$ cat src/rtl/rf_write_arb.sv
// rf_write_arb: shares the single register-file write port between two
// writeback requesters (req0 = execute, req1 = load). Each requester has a
// one-entry holding buffer. A round-robin arbiter picks between the full
// buffers, and the winner is written through registered rf_* outputs. An
// NREG-bit busy scoreboard tracks destinations with writes in flight.
// Optional build macro RF_ARB_STATS_EN adds the conflict_cnt statistics output.
module rf_write_arb #(
  parameter int NREG = 8,
  parameter int DW   = 16
) (
  input  logic            clk,
  input  logic            rst,
  input  logic            req0_valid,
  input  logic [2:0]      req0_reg,
  input  logic [DW-1:0]   req0_data,
  output logic            req0_ready,
  input  logic            req1_valid,
  input  logic [2:0]      req1_reg,
  input  logic [DW-1:0]   req1_data,
  output logic            req1_ready,
  input  logic            busy_set,
  input  logic [2:0]      busy_set_reg,
  output logic [NREG-1:0] busy,
  output logic            rf_write,
  output logic [2:0]      rf_writeregsel,
  output logic [DW-1:0]   rf_writedata,
  output logic            err
`ifdef RF_ARB_STATS_EN
  ,
  output logic [7:0]      conflict_cnt
`endif
);

  localparam int NUM_REQ = 2;
  localparam int RW      = 3;

  // One buffered writeback: destination register plus data.
  typedef struct packed {
    logic [RW-1:0] rsel;
    logic [DW-1:0] data;
  } wb_req_t;

  logic    [NUM_REQ-1:0] in_valid;
  logic    [NUM_REQ-1:0] in_ready;
  logic    [NUM_REQ-1:0] take;
  logic    [NUM_REQ-1:0] grant;
  logic    [NUM_REQ-1:0] buf_full_q, buf_full_d;
  wb_req_t [NUM_REQ-1:0] in_req;
  wb_req_t [NUM_REQ-1:0] buf_q, buf_d;

  wb_req_t               gnt_req;
  logic                  gnt_any;
  logic                  last_grant_q, last_grant_d;

  logic                  rf_write_q, rf_write_d;
  logic    [RW-1:0]      sel_q, sel_d;
  logic    [DW-1:0]      wdata_q, wdata_d;

  logic    [NREG-1:0]    busy_q, busy_d;
  logic                  err_q, err_d;
  logic                  set_is_clr;
  logic                  waw_hit;
  logic                  stale_wr;

  // Requester ports gathered into per-lane packed arrays.
  assign in_valid   = {req1_valid, req0_valid};
  assign in_req[0]  = '{rsel: req0_reg, data: req0_data};
  assign in_req[1]  = '{rsel: req1_reg, data: req1_data};
  assign req0_ready = in_ready[0];
  assign req1_ready = in_ready[1];

  // Per-requester holding buffer. A buffer accepts a new entry when it is
  // empty or when its current entry is leaving this very edge, so a granted
  // requester can stream back-to-back without a bubble.
  for (genvar i = 0; i < NUM_REQ; i++) begin : g_req
    assign in_ready[i]   = ~buf_full_q[i] | grant[i];
    assign take[i]       = in_valid[i] & in_ready[i];
    assign buf_full_d[i] = take[i] | (buf_full_q[i] & ~grant[i]);
    assign buf_d[i]      = take[i] ? in_req[i] : buf_q[i];
  end

  // Round-robin arbiter: a lone full buffer wins outright; when both are
  // full, the one that did not win last time goes.
  always_comb begin
    grant = buf_full_q;
    if (&buf_full_q) begin
      grant = last_grant_q ? 2'b01 : 2'b10;
    end
  end

  assign gnt_any      = |grant;
  assign gnt_req      = grant[1] ? buf_q[1] : buf_q[0];
  assign last_grant_d = gnt_any ? grant[1] : last_grant_q;

  // Write stage: pulse rf_write on a grant; sel/data hold between writes.
  always_comb begin
    rf_write_d = gnt_any;
    sel_d      = sel_q;
    wdata_d    = wdata_q;
    if (gnt_any) begin
      sel_d   = gnt_req.rsel;
      wdata_d = gnt_req.data;
    end
  end

  // Scoreboard and sticky error. The clear is applied before the set so a
  // same-edge issue to the register being written leaves it pending; that
  // case is a fresh issue, not a WAW, so it does not raise err.
  always_comb begin
    set_is_clr = gnt_any & (gnt_req.rsel == busy_set_reg);
    waw_hit    = busy_set & busy_q[busy_set_reg] & ~set_is_clr;
    stale_wr   = gnt_any & ~busy_q[gnt_req.rsel];
    busy_d     = busy_q;
    if (gnt_any) begin
      busy_d[gnt_req.rsel] = 1'b0;
    end
    if (busy_set) begin
      busy_d[busy_set_reg] = 1'b1;
    end
    err_d = err_q | waw_hit | stale_wr;
  end

  // All arbiter, buffer, write-port and scoreboard state.
  always_ff @(posedge clk or negedge rst) begin
    if (!rst) begin
      buf_full_q   <= '0;
      buf_q        <= '0;
      last_grant_q <= 1'b1;
      rf_write_q   <= 1'b0;
      sel_q        <= '0;
      wdata_q      <= '0;
      busy_q       <= '0;
      err_q        <= 1'b0;
    end else begin
      buf_full_q   <= buf_full_d;
      buf_q        <= buf_d;
      last_grant_q <= last_grant_d;
      rf_write_q   <= rf_write_d;
      sel_q        <= sel_d;
      wdata_q      <= wdata_d;
      busy_q       <= busy_d;
      err_q        <= err_d;
    end
  end

  assign rf_write       = rf_write_q;
  assign rf_writeregsel = sel_q;
  assign rf_writedata   = wdata_q;
  assign busy           = busy_q;
  assign err            = err_q;

`ifdef RF_ARB_STATS_EN
  logic [7:0] cnt_q, cnt_d;

  // Count cycles where both buffers are contending; saturate at 8'hFF.
  always_comb begin
    cnt_d = cnt_q;
    if ((&buf_full_q) && (cnt_q != 8'hFF)) begin
      cnt_d = cnt_q + 8'd1;
    end
  end

  // Conflict counter register.
  always_ff @(posedge clk or negedge rst) begin
    if (!rst) begin
      cnt_q <= '0;
    end else begin
      cnt_q <= cnt_d;
    end
  end

  assign conflict_cnt = cnt_q;
`endif

endmodule

$ cat config.mk
export PLATFORM = sky130hd
export DESIGN_NAME = rf_write_arb
export DESIGN_NICKNAME = d
export VERILOG_FILES = /design/src/rtl/rf_write_arb.sv
export SDC_FILE = /design/constraint.sdc
export NUM_CORES = 1
export LEC_CHECK = 0
export ABC_AREA = 1
export CORE_ASPECT_RATIO = 0.9
export CORE_MARGIN = 10
export CORE_UTILIZATION = 56
export CTS_CLUSTER_DIAMETER = 30
export CTS_CLUSTER_SIZE = 14
export DETAILED_ROUTE_END_ITERATION = 8
export DONT_BUFFER_PORTS = 1
export PLACE_DENSITY = 0.74
export REMOVE_ABC_BUFFERS = 1
export SLEW_MARGIN = 20
export SYNTH_ARGS = -nofsm -noshare
export SYNTH_HDL_FRONTEND = slang
export SYNTH_SLANG_ARGS = --single-unit
$ cat constraint.sdc
create_clock -name clk -period 1.45 [get_ports clk]
set_input_delay 0.2175 -clock clk [delete_from_list [all_inputs] [get_ports clk]]
set_output_delay 0.2175 -clock clk [all_outputs]
set_load 0.01 [all_outputs]
==> results of run 1 <==
==> stage by stage <==
step           hold slack (ns)  power, W  util [%]
2_1_floorplan          -0.0781   0.00514         -
3_5_place_dp           -0.0762   0.00621      61.7
6_report                -0.441   0.00857      75.3
4_1_cts                 -0.451   0.00787      67.7
5_1_grt                 -0.466   0.00913      75.3
3_3_place_gp           -0.0760   0.00609      61.7
==> state kept, by name, summed over array words and instances (netlist names) <==
register / count
buf_q: 38
rf_writedata: 16
busy: 8
rf_writeregsel: 3
buf_full_q: 2
err: 1
last_grant_q: 1
rf_write: 1
==> cell type report <==
cell class / count / area [um^2] / share of cell area, %
Tap cell: 67 / 83.8 / 2.11
Sequential cell: 70 / 1750 / 44.1
Inverter: 40 / 153 / 3.83
Timing Repair Buffer: 35 / 403 / 10.1
Clock inverter: 6 / 45.0 / 1.13
Clock buffer: 10 / 128 / 3.21
Multi-Input combinational cell: 213 / 1420 / 35.5
==> synthesized netlist by cell type (3+ instances only) <==
library cell,n,area (um^2)
a21oi_1,24,120
buf_2,3,15.0
buf_4,5,37.5
clkbuf_1,3,11.3
dfrtp_1,69,1730
inv_1,38,143
mux2_2,16,180
nand2_1,81,304
nand2_2,5,31.3
nand3_1,12,60.1
nor2_1,31,116
o211ai_1,19,143
o21ai_0,17,85.1
==> worst max-delay path, cell delays in order (launching register included) <==
cell and delay, ns:
dfstp_2 0.58, nand3_4 0.15, buf_6 0.16, buf_6 0.11
==> what timing repair did <==
item | 4_1_cts | 5_1_grt
gates cloned | 0 | 6
endpoints found under the hold margin | 76 | 73
hold buffers | 3 | 3
resized for setup | 31 | 68
pin swaps | 5 | 8
endpoints found under the setup margin | 52 | 69
buffers inserted | 3 | 3
==> cell families after synthesis <==
family          Yosys count  share of synthesized area, %
simple gates            132                          17.4
compound gates           65                          12.7
flops                    70                          56.8
buf+inv                  52                          7.30
mux                      16                          5.84
==> where the power goes <==
group / total, W / internal, W / switching [W]
Sequential: 0.00357 / 0.00279 / 0.000781
Combinational: 0.00361 / 0.00157 / 0.00203
Clock: 0.00139 / 0.000629 / 0.000757
==> layer usage <==
metal	vias up	track usage (%)
li1	1154	-
met1	1219	19.1
met2	114	28.0
met3	11	8.42
met4	0	4.53
met5	-	0
==> worst max path at each step <==
| stage | start | endpoint | slack (ns) | cells past startpoint |
|---|---|---|---|---|
| 2_1_floorplan | buf_full_q[1]$_DFF_PN0_ | err$_DFF_PN0_ | -0.52 | 9 |
| 5_1_grt | buf_full_q[1]$_DFF_PN0_ | err$_DFF_PN0_ | -0.19 | 9 |
| 6_report | last_grant_q$_DFFE_PN1N_ | req1_ready | -0.10 | 3 |
| 3_3_place_gp | last_grant_q$_DFFE_PN1N_ | busy[7]$_DFF_PN0_ | -0.1 | 7 |
| 4_1_cts | last_grant_q$_DFFE_PN1N_ | err$_DFF_PN0_ | -0.1 | 9 |
| 3_5_place_dp | last_grant_q$_DFFE_PN1N_ | err$_DFF_PN0_ | -0.14 | 9 |
==> summary.txt, run 1 <==
Run status
  – Status: complete, but fails checks
  – Failing checks: negative hold slack, negative setup slack

Synth
  – FFs w/ async S/R, synth: 100%
  – Most used DFF post-synth: dfrtp_1
  – Yosys reg bits: 70
  – Number of synthesized flops with an enable pin: 0
  – Cell area after synthesis: 3080 um^2
  – Distinct cells, synth: 23
  – Number of synthesis warnings: 0
  – Sequential area share after synthesis: about 57%
  – Synth Area per Inst: 9.21 um^2
  – Syn Inst Count: 335

Global route
  – GRT Total Usage: between 10% and 20%
  – Vias in the first global route: about 2,500
  – Initial antenna violation count: 0
  – Global-route wire length before repair: ~12,000 um
  – GRT overflow: 0
  – Largest net degree at the start of global routing: between 70 and 80

Worst setup path
  – CP startpoint kind: flip-flop
  – Maximum fanout along the worst path: 6
  – Reg-to-reg endpoint: err$_DFF_PN0_
  – Critical Path Sink Type: primary output
  – FF-to-FF setup slack: -0.09 ns
  – Reg2reg path depth: 9
  – Worst Path Arrival: approximately 1.3 ns
  – CP Class: flip-flop to primary output
  – RR Startpoint: last_grant_q$_DFFE_PN1N_
  – Worst Path Required: around 1.2 ns

STA
  – Unrepaired setup endpoints after global routing: yes
  – Slew Viols, Final: 0
  – Final min period: ~1.6 ns
  – Clock skew: between 0.01 and 0.015 ns
  – Final TNS setup: -1.45 ns
  – Final hold vios: 70
  – Hold_ws: -0.441 ns
  – Final setup violation count: 36
  – Max_slew headroom: approximately four fifths
  – Final worst slack: -0.104 ns
  – Fmax: around 640 MHz
  – Worst-margin pin slew: around 0.28 ns
  – Fin crit share: 107%

Floorplan
  – Total Die Area: about 9000 um^2
  – Ports: slightly below 80
  – Die Width: between 90 and 100 um
  – Initial Utilization: around three fifths
  – # rows: 25
  – Die Ht: ~90 um
  – Core Box Area: 5290 um^2

Route
  – Via density per instance: between 5 and 6
  – Wire length on met2: 4300 um
  – Routed Antenna Nets: 0
  – DRT Pass-1 Iters: 4
  – Routed length on met1: ~3400 um
  – Drt total wl: 8660 um
  – Highest Signal Layer: met4
  – Avg WL per Cell: ~20 um
  – DRC viols: 0
  – Iter 0 DRT Violations: 143
  – Wire length on met3: 809 um
  – Via Count: 2,498

Clock tree
  – Clock root buffer: clkbuf_8
  – CTS buffer count: 9
  – Worst skew pair latency: approximately 0.34 ns
  – Clock sinks: 70
  – H-tree depth reported by CTS: 3
  – TritonCTS clock tree: yes
  – Clk pin slew, worst setup/hold paths: roughly 0.08 ns
  – Longest Clk Path Bufs: 2

Finish
  – Most frequent cells in the layout: dfrtp_1, nand2_1, inv_1
  – Layout area overhead: 29.1%
  – Diode count: 0
  – Layout Cells excl Fill: 441
  – Layout cells sized above 1: 34.8%
  – Filler cells: 349
  – Post-route cell area: 3980 um^2
  – Final nets: 415
  – Commonest non-fill, non-tap cell in the layout: dfrtp_1

Place
  – Post-DP HPWL: roughly 5200 um
  – Port bufs: 0
  – Pre-CTS setup slack: -0.142 ns
  – Inst Count DP: 407
  – Area post-placement: approximately 3300 um^2
  – GP Congestion: between 0.9 and 1

Power
  – Leakage power: between 1.5 and 2 nW
  – Power Dens Cells: between 2000 and 2500 nW/um^2
  – Max rail drop VDD: ~1.2 mV

Min path
  – Min-Delay Path Class: input port to async pin

Run
  – Max-cap check violation count: 0
No activity file was read; power rests on OpenSTA's default activity.
==> run 2, diff against run 1 <==
--- a/config.mk
+++ b/config.mk
@@ -6,16 +6,16 @@
 export NUM_CORES = 1
 export LEC_CHECK = 0
 export ABC_AREA = 1
-export CORE_ASPECT_RATIO = 0.9
+export CELL_PAD_IN_SITES_DETAIL_PLACEMENT = 2
+export CELL_PAD_IN_SITES_GLOBAL_PLACEMENT = 2
 export CORE_MARGIN = 10
-export CORE_UTILIZATION = 56
+export CORE_UTILIZATION = 34
 export CTS_CLUSTER_DIAMETER = 30
 export CTS_CLUSTER_SIZE = 14
 export DETAILED_ROUTE_END_ITERATION = 8
 export DONT_BUFFER_PORTS = 1
-export PLACE_DENSITY = 0.74
+export PLACE_DENSITY_LB_ADDON = 0.1
 export REMOVE_ABC_BUFFERS = 1
-export SLEW_MARGIN = 20
 export SYNTH_ARGS = -nofsm -noshare
 export SYNTH_HDL_FRONTEND = slang
 export SYNTH_SLANG_ARGS = --single-unit
==> summary.txt, run 2 (synthesis results as in run 1) <==
Finish
  – Max reg flops: 38 (unchanged)
  – Layout cells sized above 1: 32.9% (-1.8 points)
  – Layout area overhead: 36.6%
  – Commonest non-fill, non-tap cell in the layout: dfrtp_1
  – Final nets: 436 (+5.1%)
  – Footprint of the multi-input gates: 1390 um^2 (-1.9%)
  – Register Area: 1750 um^2 (unchanged)
  – Filler cells: 897 (+160%)
  – Layout Cells excl Fill: 503 (+14%)
  – Reg with most FFs: buf_q
  – Most frequent cells in the layout: dfrtp_1, nand2_1, inv_1
  – Diode count: 0 (unchanged)
  – Final core utilization: 48.1% (-27 points)

Global route
  – Largest net degree at the start of global routing: 71 (unchanged)
  – GRT overflow: 0 (unchanged)
  – Global-route wire length before repair: 16,300 um (+34%)
  – Initial antenna violation count: 0 (unchanged)
  – GRT Total Usage: 15.9% (-1.1 points)
  – Vias in the first global route: 2,921 (+18%)

STA
  – Unrepaired setup endpoints after global routing: yes
  – Fmax: 617 MHz (-4.1%)
  – Worst-margin pin slew: 0.286 ns (+0.0101 ns)
  – Hold_ws: -0.449 ns (-0.00823 ns)
  – Final setup violation count: 69 (+92%)
  – Final worst slack: -0.170 ns (-0.0667 ns)
  – Max_slew headroom: 80.9% (-0.68 points)
  – Fin crit share: 112% (+4.6 points)
  – Final TNS setup: -5.96 ns (-4.51 ns)
  – Clock skew: 0.0159 ns (+0.00520 ns)
  – Slew Viols, Final: 0 (unchanged)
  – Final min period: 1.62 ns (+0.0667 ns)
  – Final hold vios: 70 (unchanged)

Clock tree
  – Longest Clk Path Bufs: 2 (unchanged)
  – TritonCTS clock tree: yes
  – Clock root buffer: clkbuf_8
  – Clk pin slew, worst setup/hold paths: 0.09 ns (about the same)
  – H-tree depth reported by CTS: 3 (unchanged)
  – Worst skew pair latency: 0.35 ns (about the same)
  – CTS buffer count: 9 (unchanged)
  – Clock sinks: 70 (unchanged)

Floorplan
  – Ports: 77 (unchanged)
  – Die Ht: 115 um (+27%)
  – # rows: 34 (+36%)
  – Total Die Area: 13,300 um^2 (+50%)
  – Initial Utilization: 35.2% (-23 points)
  – Core Box Area: 8760 um^2 (+66%)
  – Die Width: 115 um (+17%)

Route
  – Via density per instance: 5.06 (-11%)
  – Drt total wl: 10,700 um (+23%)
  – Avg WL per Cell: 21.2 um (+8.2%)
  – Via Count: 2,547 (+2.0%)
  – DRC viols: 0 (unchanged)
  – Iter 0 DRT Violations: 74 (-48%)
  – DRT Pass-1 Iters: 4 (unchanged)
  – Routed Antenna Nets: 0 (unchanged)

Run
  – Max-cap check violation count: 0 (unchanged)

Worst setup path
  – RR Startpoint: last_grant_q$_DFFE_PN1N_
  – CP bufs+invs: 3 (+1)
  – CP dominant cell by count: nand2_8
  – CP Cell Sequence: nand3_4, nand2_8, buf_6, nand2_8, inv_6, clkbuf_16, o21ai_0
  – CP startpoint kind: flip-flop
  – Worst Path Required: 1.66 ns (+0.43 ns)
  – Critical Path Sink Type: flip-flop
  – Slowest Stage Delay on Critical Path: 0.62 ns (+0.04 ns)
  – Maximum fanout along the worst path: 8 (+2)
  – Crit path max-delay family: flip-flops
  – CP Class: flip-flop to flip-flop
  – Worst path slowest cell: dfstp_2
  – Worst Path Arrival: 1.84 ns (+0.50 ns)
  – Worst setup startpoint: last_grant_q$_DFFE_PN1N_

Place
  – GP Congestion: 0.807 (-13%)
  – Pre-CTS setup slack: -0.224 ns (-0.0821 ns)
  – Inst Count DP: 459 (+13%)
  – Post-DP HPWL: 7010 um (+35%)
  – Port bufs: 0 (unchanged)

Power
  – Leakage power: 1.94 nW (+7.7%)
  – Power Dens Cells: 2220 nW/um^2 (+3.1%)
  – Max rail drop VDD: 0.652 mV (-45%)
  – Total power: 0.00934 W (+9.0%)

Run status
  – Status: complete, but fails checks
  – Failing checks: negative hold slack, negative setup slack

Min path
  – Min-Delay Path Class: input port to async pin
==> run 2: changes by cell type in the layout (fill, tap and decap cells not counted), moves of 8 or more <==
cell	previous run	this run
a21oi_2	19	4
a21oi_1	5	20
nor2_1	10	26
dlygate4sd3_1	6	15
nor2_4	13	4
buf_6	4	12
nand2_1	67	58
==> run 2: per-layer routing <==
layer	track usage [%]	vias to the layer above	part of all wire [%]
li1	-	1191	-
met1	17.9	1294	39
met2	27.9	52	53
met3	5.99	10	6.3
met4	3.71	0	1.2
met5	0	-	0
==> run 2: area by class of cell <==
type / count / area share [%]
Inverter: 40 / 3.68
Sequential cell: 70 / 41.7
Tap cell: 108 / 3.21
Multi-Input combinational cell: 213 / 32.9
Clock buffer: 9 / 2.94
Clock inverter: 7 / 1.37
Timing Repair Buffer: 56 / 14.2
==> run 2: worst paths after layout <==
| kind | to | slack [ns] | depth (start not counted) |
|---|---|---|---|
| max in group asynchronous | last_grant_q$_DFFE_PN1N_ | 1.71 | 0 |
| worst max register to register | rf_writeregsel[2]$_DFFE_PN0N_ | -0.17 | 7 |
| min in group clk | buf_q[4]$_DFFE_PN0P_ | 0.02 | 2 |
| worst min-delay path | busy[6]$_DFF_PN0_ | -0.45 | 0 |
| worst min register to register | buf_q[30]$_DFFE_PN0P_ | 0.51 | 1 |
| worst max-delay path | rf_writeregsel[2]$_DFFE_PN0N_ | -0.17 | 7 |
==> run 2: per-stage QoR <==
step	hold WS [ns]	cell area [um^2]
3_5_place_dp	-0.0758	3400
5_1_grt	-0.475	4210
2_1_floorplan	-0.0781	3010
4_1_cts	-0.460	3840
6_report	-0.449	4210
3_3_place_gp	-0.0756	3400
==> run 2: worst register-to-register path, delay by kind of cell (launching register included) <==
| family | cells | cell delay [ns] |
|---|---|---|
| AO/OA/AOI/OAI | 1 | 0.11 |
| buffers and inverters | 3 | 0.39 |
| flip-flops | 1 | 0.62 |
| AND/OR/NAND/NOR | 3 | 0.37 |
==> run 2: timing repair <==
action,in CTS,in global routing
pin swaps,9,24
resized for setup,38,63
setup endpoints to repair,66,69
hold endpoints to repair,79,79
hold buffers,6,9
setup buffers,7,3
cloned,2,1
==> run 2: where the power goes <==
part	internal [W]	leakage [nW]	switching [W]	total, W
sequential	0.00279	0.792	0.000776	0.00357
clock	0.000645	0.0881	0.000856	0.00150
combinational	0.00191	1.06	0.00236	0.00427
==> run 3, diff against run 2 <==
--- a/config.mk
+++ b/config.mk
@@ -5,11 +5,10 @@
 export SDC_FILE = /design/constraint.sdc
 export NUM_CORES = 1
 export LEC_CHECK = 0
-export ABC_AREA = 1
 export CELL_PAD_IN_SITES_DETAIL_PLACEMENT = 2
 export CELL_PAD_IN_SITES_GLOBAL_PLACEMENT = 2
 export CORE_MARGIN = 10
-export CORE_UTILIZATION = 34
+export CORE_UTILIZATION = 37
 export CTS_CLUSTER_DIAMETER = 30
 export CTS_CLUSTER_SIZE = 14
 export DETAILED_ROUTE_END_ITERATION = 8
==> summary.txt, run 3 <==
Run status
  – Status: complete, but fails checks
  – Failing checks: negative hold slack, negative setup slack

STA
  – Final min period: 1.70 ns (+0.0777 ns)
  – Unrepaired setup endpoints after global routing: yes
  – Final setup violation count: 45 (-35%)
  – Hold_ws: -0.446 ns (+0.00246 ns)
  – Max_slew headroom: 72.8% (-8.0 points)
  – Final hold vios: 70 (unchanged)
  – Clock skew: 0.0102 ns (-0.00572 ns)
  – Fmax: 589 MHz (-4.6%)
  – Fin crit share: 117% (+5.4 points)
  – Worst-margin pin slew: 0.408 ns (+0.121 ns)
  – Final worst slack: -0.248 ns (-0.0777 ns)
  – Slew Viols, Final: 0 (unchanged)

Synth
  – Synth top cells by count: dfrtp_1, mux2_2, nor2_1
  – Synth Area per Inst: 12.4 um^2 (+34%)
  – Distinct cells, synth: 37 (+61%)
  – Largest area contributor in the netlist: dfrtp_1
  – FFs w/ async S/R, synth: 100% (unchanged)
  – Yosys reg bits: 70 (unchanged)
  – Synth area leaders: dfrtp_1, mux2_2, nor2_1
  – Syn Inst Count: 260 (-22%)
  – Synth top area share: 53.7% (-2.3 points)
  – Most used DFF post-synth: dfrtp_1
  – Sequential area share after synthesis: 54.5% (-2.3 points)
  – Number of synthesis warnings: 0 (unchanged)
  – Cell area after synthesis: 3210 um^2 (+4.2%)
  – Count leader, synth: dfrtp_1
  – Number of synthesized flops with an enable pin: 0 (unchanged)

Clock tree
  – Clock root buffer: clkbuf_8
  – Clk pin slew, worst setup/hold paths: 0.08 ns (about the same)
  – Worst skew pair latency: 0.35 ns (about the same)
  – H-tree depth reported by CTS: 3 (unchanged)
  – Longest Clk Path Bufs: 2 (unchanged)
  – Clock sinks: 70 (unchanged)
  – CTS buffer count: 9 (unchanged)
  – TritonCTS clock tree: yes

Run
  – Max-cap check violation count: 0 (unchanged)

Finish
  – Final nets: 358 (-18%)
  – Filler cells: 842 (-6.1%)
  – Register Area: 1750 um^2 (unchanged)
  – Commonest non-fill, non-tap cell in the layout: dfrtp_1
  – Post-route cell area: 4140 um^2 (-1.6%)
  – Footprint of the multi-input gates: 1550 um^2 (+12%)
  – Final core utilization: 49.7% (+1.6 points)
  – Most frequent cells in the layout: dfrtp_1, mux2_2, buf_4
  – Layout Cells excl Fill: 423 (-16%)
  – Layout area overhead: 28.9%
  – Layout cells sized above 1: 49.2% (+16 points)
  – Max reg flops: 38 (unchanged)
  – Reg with most FFs: buf_q

Min path
  – Min-Delay Path Class: input port to async pin

Worst setup path
  – Worst Path Required: 1.67 ns (about the same)
  – CP Class: flip-flop to flip-flop
  – Worst Path Arrival: 1.92 ns (+0.08 ns)
  – CP startpoint kind: flip-flop
  – Critical Path Sink Type: flip-flop
  – Maximum fanout along the worst path: 5 (-3)

Floorplan
  – Die Ht: 113 um (-1.8%)
  – Total Die Area: 12,800 um^2 (-3.5%)
  – Ports: 77 (unchanged)
  – Core Box Area: 8340 um^2 (-4.8%)
  – Die Width: 113 um (-1.8%)
  – # rows: 33 (-2.9%)
  – Initial Utilization: 38.5% (+3.3 points)

Global route
  – Global-route wire length before repair: 14,900 um (-8.7%)
  – Largest net degree at the start of global routing: 71 (unchanged)
  – GRT overflow: 0 (unchanged)
  – Vias in the first global route: 2,573 (-12%)
  – Initial antenna violation count: 1 (+1)
  – GRT Total Usage: 14.8% (-1.1 points)

Route
  – Via density per instance: 5.43 (+7.2%)
  – Routed Antenna Nets: 0 (unchanged)
  – Iter 0 DRT Violations: 45 (-39%)
  – Drt total wl: 9910 um (-7.3%)
  – Avg WL per Cell: 23.4 um (+10%)
  – DRC viols: 0 (unchanged)
  – Via Count: 2,297 (-9.8%)
  – DRT Pass-1 Iters: 4 (unchanged)

Place
  – GP Congestion: 0.799 (-1.0%)
  – Area post-placement: 3520 um^2 (+3.8%)
  – Port bufs: 0 (unchanged)
  – Post-DP HPWL: 6510 um (-7.2%)
  – Inst Count DP: 386 (-16%)

Power
  – Leakage power: 1.72 nW (-11%)
  – Max rail drop VDD: 0.604 mV (-7.4%)
  – Total power: 0.00827 W (-11%)
  – Power Dens Cells: 2000 nW/um^2 (-10%)
-- run 3: cells by family after synthesis --
group                  share of synthesized area [%]
XOR/XNOR                                        1.09
buffers and inverters                           2.49
flip-flops                                      54.5
AND/OR/NAND/NOR                                 8.45
multiplexers                                    23.8
AO/OA/AOI/OAI                                   9.65
-- run 3: where the power goes --
part	leakage, nW	internal [W]	switching, W
combinational	0.831	0.00186	0.00163
sequential	0.807	0.00266	0.000709
clock	0.0861	0.000661	0.000760
total	1.72	0.00518	0.00310
-- run 3: layer usage --
layer  vias to the layer above  wire length (um)  track usage, %
met3                        16               718            6.18
met5                         -                 0               0
li1                       1040                 -               -
met2                        55              4960            24.6
met4                         0               195            5.58
met1                      1186              4030            16.7
-- run 3: worst paths after layout --
path	startpoint	to	slack [ns]	cells past startpoint
max	buf_full_q[0]$_DFF_PN0_	err$_DFF_PN0_	-0.25	5
min	rst	rf_writedata[15]$_DFFE_PN0N_	-0.45	0
max reg2reg	buf_full_q[0]$_DFF_PN0_	err$_DFF_PN0_	-0.25	5
min reg2reg	buf_q[34]$_DFFE_PN0P_	buf_q[34]$_DFFE_PN0P_	0.51	1
max in group asynchronous	rst	last_grant_q$_DFFE_PN1N_	1.68	0
min in group clk	req0_data[15]	buf_q[15]$_DFFE_PN0P_	0.01	1
-- run 3: critical path, cell delays in order (launching register included) --
cell      delay [ns]
dfrtp_2         0.46
a21bo_4         0.27
mux2i_4         0.23
or2_1           0.30
o221ai_2        0.22
o22ai_2         0.10
-- run 3: area by class of cell --
type,instances,area share [%]
Multi-Input combinational cell,176,37.3
Clock buffer,12,3.50
Antenna cell,1,0.0604
Timing Repair Buffer,54,13.0
Sequential cell,70,42.3
Tap cell,105,3.17
Inverter,1,0.0906
Clock inverter,4,0.543
-- run 3: repair_timing --
action                                  in CTS  in global routing
endpoints found under the hold margin       74                 75
resized for setup                           32                 33
hold buffers                                 4                  5
buffers inserted                             5                  3
gates cloned                                 1                  2
pin swaps                                    9                  4
endpoints found under the setup margin      55                 68
-- run 3: stage by stage --
stage	setup WS (ns)	TNS (ns)
floorplan	-0.599	-28.27
global placement	-0.215	-3.74
detailed placement	-0.244	-5.68
CTS	-0.241	-3.53
global route	-0.362	-7.55
finish	-0.248	-4.01
